$ cat config.mk
export PLATFORM = sky130hd
export DESIGN_NAME = uart_tx_scheduler
export DESIGN_NICKNAME = d
export VERILOG_FILES = /design/src/rtl/uart_tx_scheduler_pkg.sv /design/src/rtl/uart_tx_scheduler_rr_arbiter.sv /design/src/rtl/uart_tx_scheduler.sv
export SDC_FILE = /design/constraint.sdc
export NUM_CORES = 1
export LEC_CHECK = 0
export ABC_AREA = 1
export CAP_MARGIN = 0
export CORE_MARGIN = 3
export CORE_UTILIZATION = 30
export DETAILED_ROUTE_END_ITERATION = 8
export SLEW_MARGIN = 20
export SYNTH_ARGS = -nofsm -noshare
export SYNTH_HDL_FRONTEND = slang
export SYNTH_HIERARCHICAL = 1
export SYNTH_SLANG_ARGS = --single-unit
$ cat constraint.sdc
create_clock -name clk -period 1.8 [get_ports clk]
set_input_delay 0.18 -clock clk [delete_from_list [all_inputs] [get_ports clk]]
set_output_delay 0.18 -clock clk [all_outputs]
set_load 0.03 [all_outputs]
$ cat src/rtl/uart_tx_scheduler_pkg.sv
// Shared definitions for the UART TX frame scheduler.
// Holds the transmitted byte width, the scheduler state codes and the
// default frame geometry used by the top-level parameters.
package uart_tx_scheduler_pkg;

   localparam int unsigned UART_LEN      = 8;   // bits per transmitted byte
   localparam int unsigned N_SRC_DEF     = 4;   // default number of frame sources
   localparam int unsigned FRAME_MAX_DEF = 16;  // default max bytes per frame
   localparam int unsigned CNT_W_DEF     = 5;   // default byte-counter width

   typedef enum logic [1:0] {
      SCHED_IDLE = 2'd0,
      SCHED_LOAD = 2'd1,
      SCHED_WAIT = 2'd2
   } sched_state_e;

   // Pointer width for an n-entry round-robin, never less than one bit
   function automatic int unsigned ptr_width(input int unsigned n);
      return (n > 1) ? $clog2(n) : 1;
   endfunction

endpackage

$ cat src/rtl/uart_tx_scheduler_rr_arbiter.sv
// Combinational round-robin picker.
// Ports:
//   i_req  [N]      request vector
//   i_ptr  [PTR_W]  highest-priority index (must be < N)
//   o_pick [N]      one-hot first requester at or after i_ptr, wrapping; 0 if none
module uart_tx_scheduler_rr_arbiter #(
   parameter int unsigned N     = 4,
   parameter int unsigned PTR_W = 2
) (
   input  logic [N-1:0]     i_req,
   input  logic [PTR_W-1:0] i_ptr,
   output logic [N-1:0]     o_pick
);

   // Scan N positions starting at i_ptr; the first hit wins
   always_comb begin
      logic found;
      int   idx;
      o_pick = '0;
      found  = 1'b0;
      idx    = 0;
      for (int k = 0; k < int'(N); k++) begin
         idx = int'(i_ptr) + k;
         if (idx >= int'(N)) idx = idx - int'(N);
         if (!found && i_req[idx]) begin
            o_pick[idx] = 1'b1;
            found       = 1'b1;
         end
      end
   end

endmodule

$ cat src/rtl/uart_tx_scheduler.sv
// Shares one UART byte transmitter between N_SRC frame sources.
// A source is granted for a whole frame (round-robin between frames) and its
// bytes are streamed to the transmitter until it flags last, drops its
// request, or the frame reaches FRAME_MAX bytes.
// Ports:
//   clk, rst_n                 clock, async active-low reset
//   hold                       block new grants (sampled in IDLE only)
//   src_req/src_data/src_last  per-source request, current byte, last flag
//   src_ack                    pulse: granted source's byte was sent
//   grant                      one-hot transmitter owner
//   tx_start/tx_byte/tx_done   transmitter handshake
//   busy, frame_abort, overrun status
module uart_tx_scheduler
   import uart_tx_scheduler_pkg::*;
#(
   parameter int unsigned N_SRC     = N_SRC_DEF,
   parameter int unsigned FRAME_MAX = FRAME_MAX_DEF,
   parameter int unsigned CNT_W     = CNT_W_DEF
) (
   input  logic                      clk,
   input  logic                      rst_n,
   input  logic                      hold,
   input  logic [N_SRC-1:0]          src_req,
   input  logic [UART_LEN*N_SRC-1:0] src_data,
   input  logic [N_SRC-1:0]          src_last,
   output logic [N_SRC-1:0]          src_ack,
   output logic [N_SRC-1:0]          grant,
   output logic                      tx_start,
   output logic [UART_LEN-1:0]       tx_byte,
   input  logic                      tx_done,
   output logic                      busy,
   output logic                      frame_abort,
   output logic                      overrun
);

   localparam int unsigned PTR_W = ptr_width(N_SRC);

   sched_state_e          r_state,       w_state_nxt;
   logic [PTR_W-1:0]      r_rr_ptr,      w_rr_ptr_nxt;
   logic [PTR_W-1:0]      r_gidx,        w_gidx_nxt;
   logic [N_SRC-1:0]      r_grant,       w_grant_nxt;
   logic [N_SRC-1:0]      r_src_ack,     w_src_ack_nxt;
   logic                  r_tx_start,    w_tx_start_nxt;
   logic [UART_LEN-1:0]   r_tx_byte,     w_tx_byte_nxt;
   logic                  r_frame_abort, w_frame_abort_nxt;
   logic                  r_overrun,     w_overrun_nxt;
   logic                  r_busy;
   logic                  r_last_q,      w_last_q_nxt;
   logic [CNT_W-1:0]      r_byte_cnt,    w_byte_cnt_nxt;

   logic [N_SRC-1:0]      w_pick;
   logic [PTR_W-1:0]      w_pick_idx;
   logic [UART_LEN-1:0]   w_sel_byte;
   logic                  w_sel_last;
   logic                  w_sel_req;
   logic [CNT_W-1:0]      w_cnt_inc;
   logic [PTR_W-1:0]      w_ptr_after;

   uart_tx_scheduler_rr_arbiter #(
      .N     (N_SRC),
      .PTR_W (PTR_W)
   ) u_rr_arbiter (
      .i_req  (src_req),
      .i_ptr  (r_rr_ptr),
      .o_pick (w_pick)
   );

   // Encode the arbiter pick and select the granted source's byte/last
   always_comb begin
      w_pick_idx = '0;
      w_sel_byte = '0;
      w_sel_last = 1'b0;
      for (int i = 0; i < int'(N_SRC); i++) begin
         if (w_pick[i]) w_pick_idx = PTR_W'(i);
         if (r_grant[i]) begin
            w_sel_byte = src_data[i*UART_LEN +: UART_LEN];
            w_sel_last = src_last[i];
         end
      end
   end

   assign w_sel_req   = |(src_req & r_grant);
   assign w_cnt_inc   = r_byte_cnt + CNT_W'(1);
   // Released source becomes lowest priority next time
   assign w_ptr_after = (r_gidx == PTR_W'(N_SRC - 1)) ? '0 : r_gidx + PTR_W'(1);

   // Next-state and next-output logic
   always_comb begin
      w_state_nxt       = r_state;
      w_rr_ptr_nxt      = r_rr_ptr;
      w_gidx_nxt        = r_gidx;
      w_grant_nxt       = r_grant;
      w_src_ack_nxt     = '0;
      w_tx_start_nxt    = 1'b0;
      w_tx_byte_nxt     = r_tx_byte;
      w_frame_abort_nxt = 1'b0;
      w_overrun_nxt     = r_overrun;
      w_last_q_nxt      = r_last_q;
      w_byte_cnt_nxt    = r_byte_cnt;

      case (r_state)
         SCHED_IDLE: begin
            if (!hold && (|src_req)) begin
               w_grant_nxt    = w_pick;
               w_gidx_nxt     = w_pick_idx;
               w_byte_cnt_nxt = '0;
               w_state_nxt    = SCHED_LOAD;
            end
         end
         SCHED_LOAD: begin
            if (w_sel_req) begin
               w_tx_byte_nxt  = w_sel_byte;
               w_tx_start_nxt = 1'b1;
               w_last_q_nxt   = w_sel_last;
               w_state_nxt    = SCHED_WAIT;
            end else begin
               w_frame_abort_nxt = 1'b1;
               w_grant_nxt       = '0;
               w_rr_ptr_nxt      = w_ptr_after;
               w_state_nxt       = SCHED_IDLE;
            end
         end
         SCHED_WAIT: begin
            if (tx_done) begin
               w_src_ack_nxt  = r_grant;
               w_byte_cnt_nxt = w_cnt_inc;
               if (r_last_q || (w_cnt_inc == CNT_W'(FRAME_MAX))) begin
                  if (!r_last_q) w_overrun_nxt = 1'b1;
                  w_grant_nxt  = '0;
                  w_rr_ptr_nxt = w_ptr_after;
                  w_state_nxt  = SCHED_IDLE;
               end else begin
                  w_state_nxt  = SCHED_LOAD;
               end
            end
         end
         default: w_state_nxt = SCHED_IDLE;
      endcase
   end

   // State and output registers
   always_ff @(posedge clk or negedge rst_n) begin
      if (!rst_n) begin
         r_state       <= SCHED_IDLE;
         r_rr_ptr      <= '0;
         r_gidx        <= '0;
         r_grant       <= '0;
         r_src_ack     <= '0;
         r_tx_start    <= 1'b0;
         r_tx_byte     <= '0;
         r_frame_abort <= 1'b0;
         r_overrun     <= 1'b0;
         r_busy        <= 1'b0;
         r_last_q      <= 1'b0;
         r_byte_cnt    <= '0;
      end else begin
         r_state       <= w_state_nxt;
         r_rr_ptr      <= w_rr_ptr_nxt;
         r_gidx        <= w_gidx_nxt;
         r_grant       <= w_grant_nxt;
         r_src_ack     <= w_src_ack_nxt;
         r_tx_start    <= w_tx_start_nxt;
         r_tx_byte     <= w_tx_byte_nxt;
         r_frame_abort <= w_frame_abort_nxt;
         r_overrun     <= w_overrun_nxt;
         r_busy        <= (w_state_nxt != SCHED_IDLE);
         r_last_q      <= w_last_q_nxt;
         r_byte_cnt    <= w_byte_cnt_nxt;
      end
   end

   assign src_ack     = r_src_ack;
   assign grant       = r_grant;
   assign tx_start    = r_tx_start;
   assign tx_byte     = r_tx_byte;
   assign busy        = r_busy;
   assign frame_abort = r_frame_abort;
   assign overrun     = r_overrun;

endmodule
==> flow_metrics.py <==
metrics = {
    "timing": {
        "finalMaxSlewViolations": 0,
        "slew_headroom": 0.728,
        "setup_viol": 0,
        "finalHoldViolations": 0,
        "whs_ns": 0.296,
        "rsz0062_at_grt": "yes",
        "finClkSkew_ns": 0.00500,
        "fin_crit_sh": 0.939,
        "worst_pin_slew_ns": 0.408,
        "timing.final.crit_period_ns": 1.69,
        "max_freq_ghz": 0.592,
        "setup_tns_ns": 0,
        "layout_setup_ws_ns": 0.111,
    },
    "power": {
        "power_mw": 4.61,
        "p_per_area_nw_per_um2": 1490,
        "leakage_nw": 1.47,
        "ir_drop_mv": 0.591,
    },
    "synthesis": {
        "yosysSeqAreaShare": 0.372,
        "synth-edff-count": 0,
        "synth.cell_area_sq_um": 2150,
        "yosys.area_share.simple": 0.311,
        "yosys.area.top_type": "dfrtp_1",
        "synth-xor-area-share": 0.00407,
        "synthTopCellsByArea": "dfrtp_1 37%, nand2_1 13%, ha_1 8.1%",
        "yosysWarnings": 6,
        "synth-seq-cells": 32,
        "synthArstFlopShare": 1.00,
        "synth_nets": 351,
        "synth_flop_cell": "dfrtp_1",
        "synth_top_area_frac": 0.372,
        "ys_types": 30,
        "syn_inst": 293,
        "synth_fa_ha_area_frac": 0.0814,
        "synth_compound_area_frac": 0.150,
        "avgSynthCellArea_sq_um": 7.34,
        "synth.area.mux_share": 0,
        "synth_top_family_by_area": "simple AND/OR/NAND/NOR gates",
    },
    "clock_network": {
        "cts_buffers": 5,
        "h-tree-depth": 2,
        "clk_pin_slew_ns": 0.07,
        "clk_root_buffer_cell": "clkbuf_8",
        "cts_setup_buffers": 0,
        "cts_tree": "done",
        "clock-sinks": 32,
        "clockBufferDepth": 2,
        "clk_latency_ns": 0.29,
    },
    "global_routing": {
        "grt_max_degree": 33,
        "grt_pass1_vias": 2087,
        "track_usage": 0.153,
        "grt-ovfl-total": 0,
        "grt_pass1_wl_um": 10300,
        "antenna_found_initial": 0,
    },
    "status": {
        "outcome": "finished clean",
    },
    "floorplanning": {
        "initial_core_util": 0.313,
        "core_area_sq_um": 6870,
        "io_pins": 64,
        "die_y_um": 90.7,
        "rows": 30,
        "die_w_um": 90.7,
        "die_area_sq_um": 8230,
    },
    "place": {
        "postPlaceCellArea_sq_um": 2950,
        "place_congestion": 0.845,
        "numPortBuffers": 63,
        "dp_slack_ns": -0.0548,
        "hpwl_um": 4420,
    },
    "cells_and_area": {
        "n_fill_cell": 699,
        "syn_to_final_growth_pct": 43.6,
        "antennaDiodeCount": 0,
        "drive_above_1_share": 0.136,
        "fin_area_sq_um": 3090,
        "final_nets": 425,
        "regArea_sq_um": 803,
        "multiInputGateArea_sq_um": 1220,
    },
    "worst_setup_path": {
        "cp.arrival_ns": 1.51,
        "setup.worst_path.start_class": "flop",
        "worst-path-max-fanout": 11,
        "required_ns": 1.62,
        "critPathKind": "flop to output port",
        "end_kind": "output port",
    },
    "routing": {
        "wl_per_cell_um": 12.4,
        "drtAntennaViolNets": 0,
        "routed-via-count": 2131,
        "avgViaCountPerCell": 4.59,
        "first_iter_violations": 74,
        "drcViolationCount": 0,
        "first_pass_iters": 4,
        "wirelength_um": 5760,
    },
    "hold_path": {
        "hold_class": "primary input to async pin",
    },
    "run": {
        "drv_cap": 0,
    },
}
[repair_timing]
item	in CTS	in global routing
hold buffers	0	0
gates resized for setup	0	12
setup endpoints to repair	0	5
[synthesized netlist by cell type (2+ instances only)]
cell type and count:
nand4_1 2, dfrtp_1 32, nand2_2 3, nand3_2 4, nor2_2 3, nor2_1 21, o21ai_1 5, buf_2 2
inv_2 4, o21ai_0 8, clkbuf_1 3, ha_1 14, o211ai_1 9, or2_2 2, o22ai_1 2, inv_1 34
nand3_1 27, a21oi_1 29, nand2_4 2, nor2_4 2, nand2_1 76
[layout make-up]
type | instances | share of cell area
inverters | 39 | 0.0482
well taps | 96 | 0.0389
flip-flops and latches | 32 | 0.260
multi-input cells | 216 | 0.394
repair buffers | 73 | 0.230
clock inverters | 2 | 0.00324
clock buffers | 6 | 0.0267
[cell usage in the layout (no fill, tap or decap), types with 3 or more instances in the layout]
cell	count
nand3_1	26
inv_2	5
dfrtp_1	30
clkdlybuf4s50_1	63
nand3_4	3
nand3_2	3
o21ai_0	6
buf_4	9
o21ai_1	7
o211ai_1	9
nor2_1	21
ha_1	13
a21oi_1	29
nand2_2	6
inv_1	32
nor2_2	3
clkbuf_8	6
nand2_1	73
[worst max-delay path, stage by stage (launching register included)]
cell and delay, ns:
dfrtp_1 0.35, buf_4 0.19, clkdlybuf4s50_1 0.69
[per-stage QoR]
stage / instances / util
2_1_floorplan: 293 / -
3_3_place_gp: 456 / 0.430
3_5_place_dp: 456 / 0.430
4_1_cts: 464 / 0.444
5_1_grt: 464 / 0.450
6_report: 464 / 0.450
[cell families (layout without fill, tap and decap cells)]
kind of cell	count (synthesis)	count (layout)
adders and majority gates	14	14
AOI/OAI and AO/OA	57	57
and+or+nand+nor	144	144
xor gates and xnor gates	1	1
DFF	32	32
buffers and inverters	45	120
[registers in the layout, summed over array words and instances, names as in the netlist]
register,count
busy,1
frame_abort,1
grant,4
overrun,1
r_byte_cnt,5
r_gidx,2
r_last_q,1
r_rr_ptr,2
r_state,2
src_ack,4
tx_byte,8
tx_start,1
[worst paths after layout]
check | slack (ns) | end | from | cells past startpoint
max | 0.11 | grant[2] | grant[2] | 2
min | 0.30 | r_byte_cnt[2] | rst_n | 2
max reg2reg | 0.20 | r_gidx[1] | r_rr_ptr[1] | 11
min reg2reg | 0.47 | overrun | overrun | 2
max in group asynchronous | 1.20 | r_rr_ptr[0] | rst_n | 2
min in group clk | 0.47 | overrun | overrun | 2
[power by group]
part / internal [mW] / total, mW / switching [mW]
Clock: 0.305 / 0.567 / 0.263
Sequential: 0.963 / 1.11 / 0.147
Combinational: 1.14 / 2.93 / 1.79
Total: 2.41 / 4.61 / 2.20
[routing by layer]
metal | up-vias | routed length, um | global-route usage
li1 | 1108 | - | -
met1 | 969 | 2720 | 0.204
met2 | 48 | 2650 | 0.242
met3 | 6 | 307 | 0.0383
met4 | 0 | 82 | 0.0459
met5 | - | 0 | 0
Note: power is estimated with default switching activity, not from simulation.
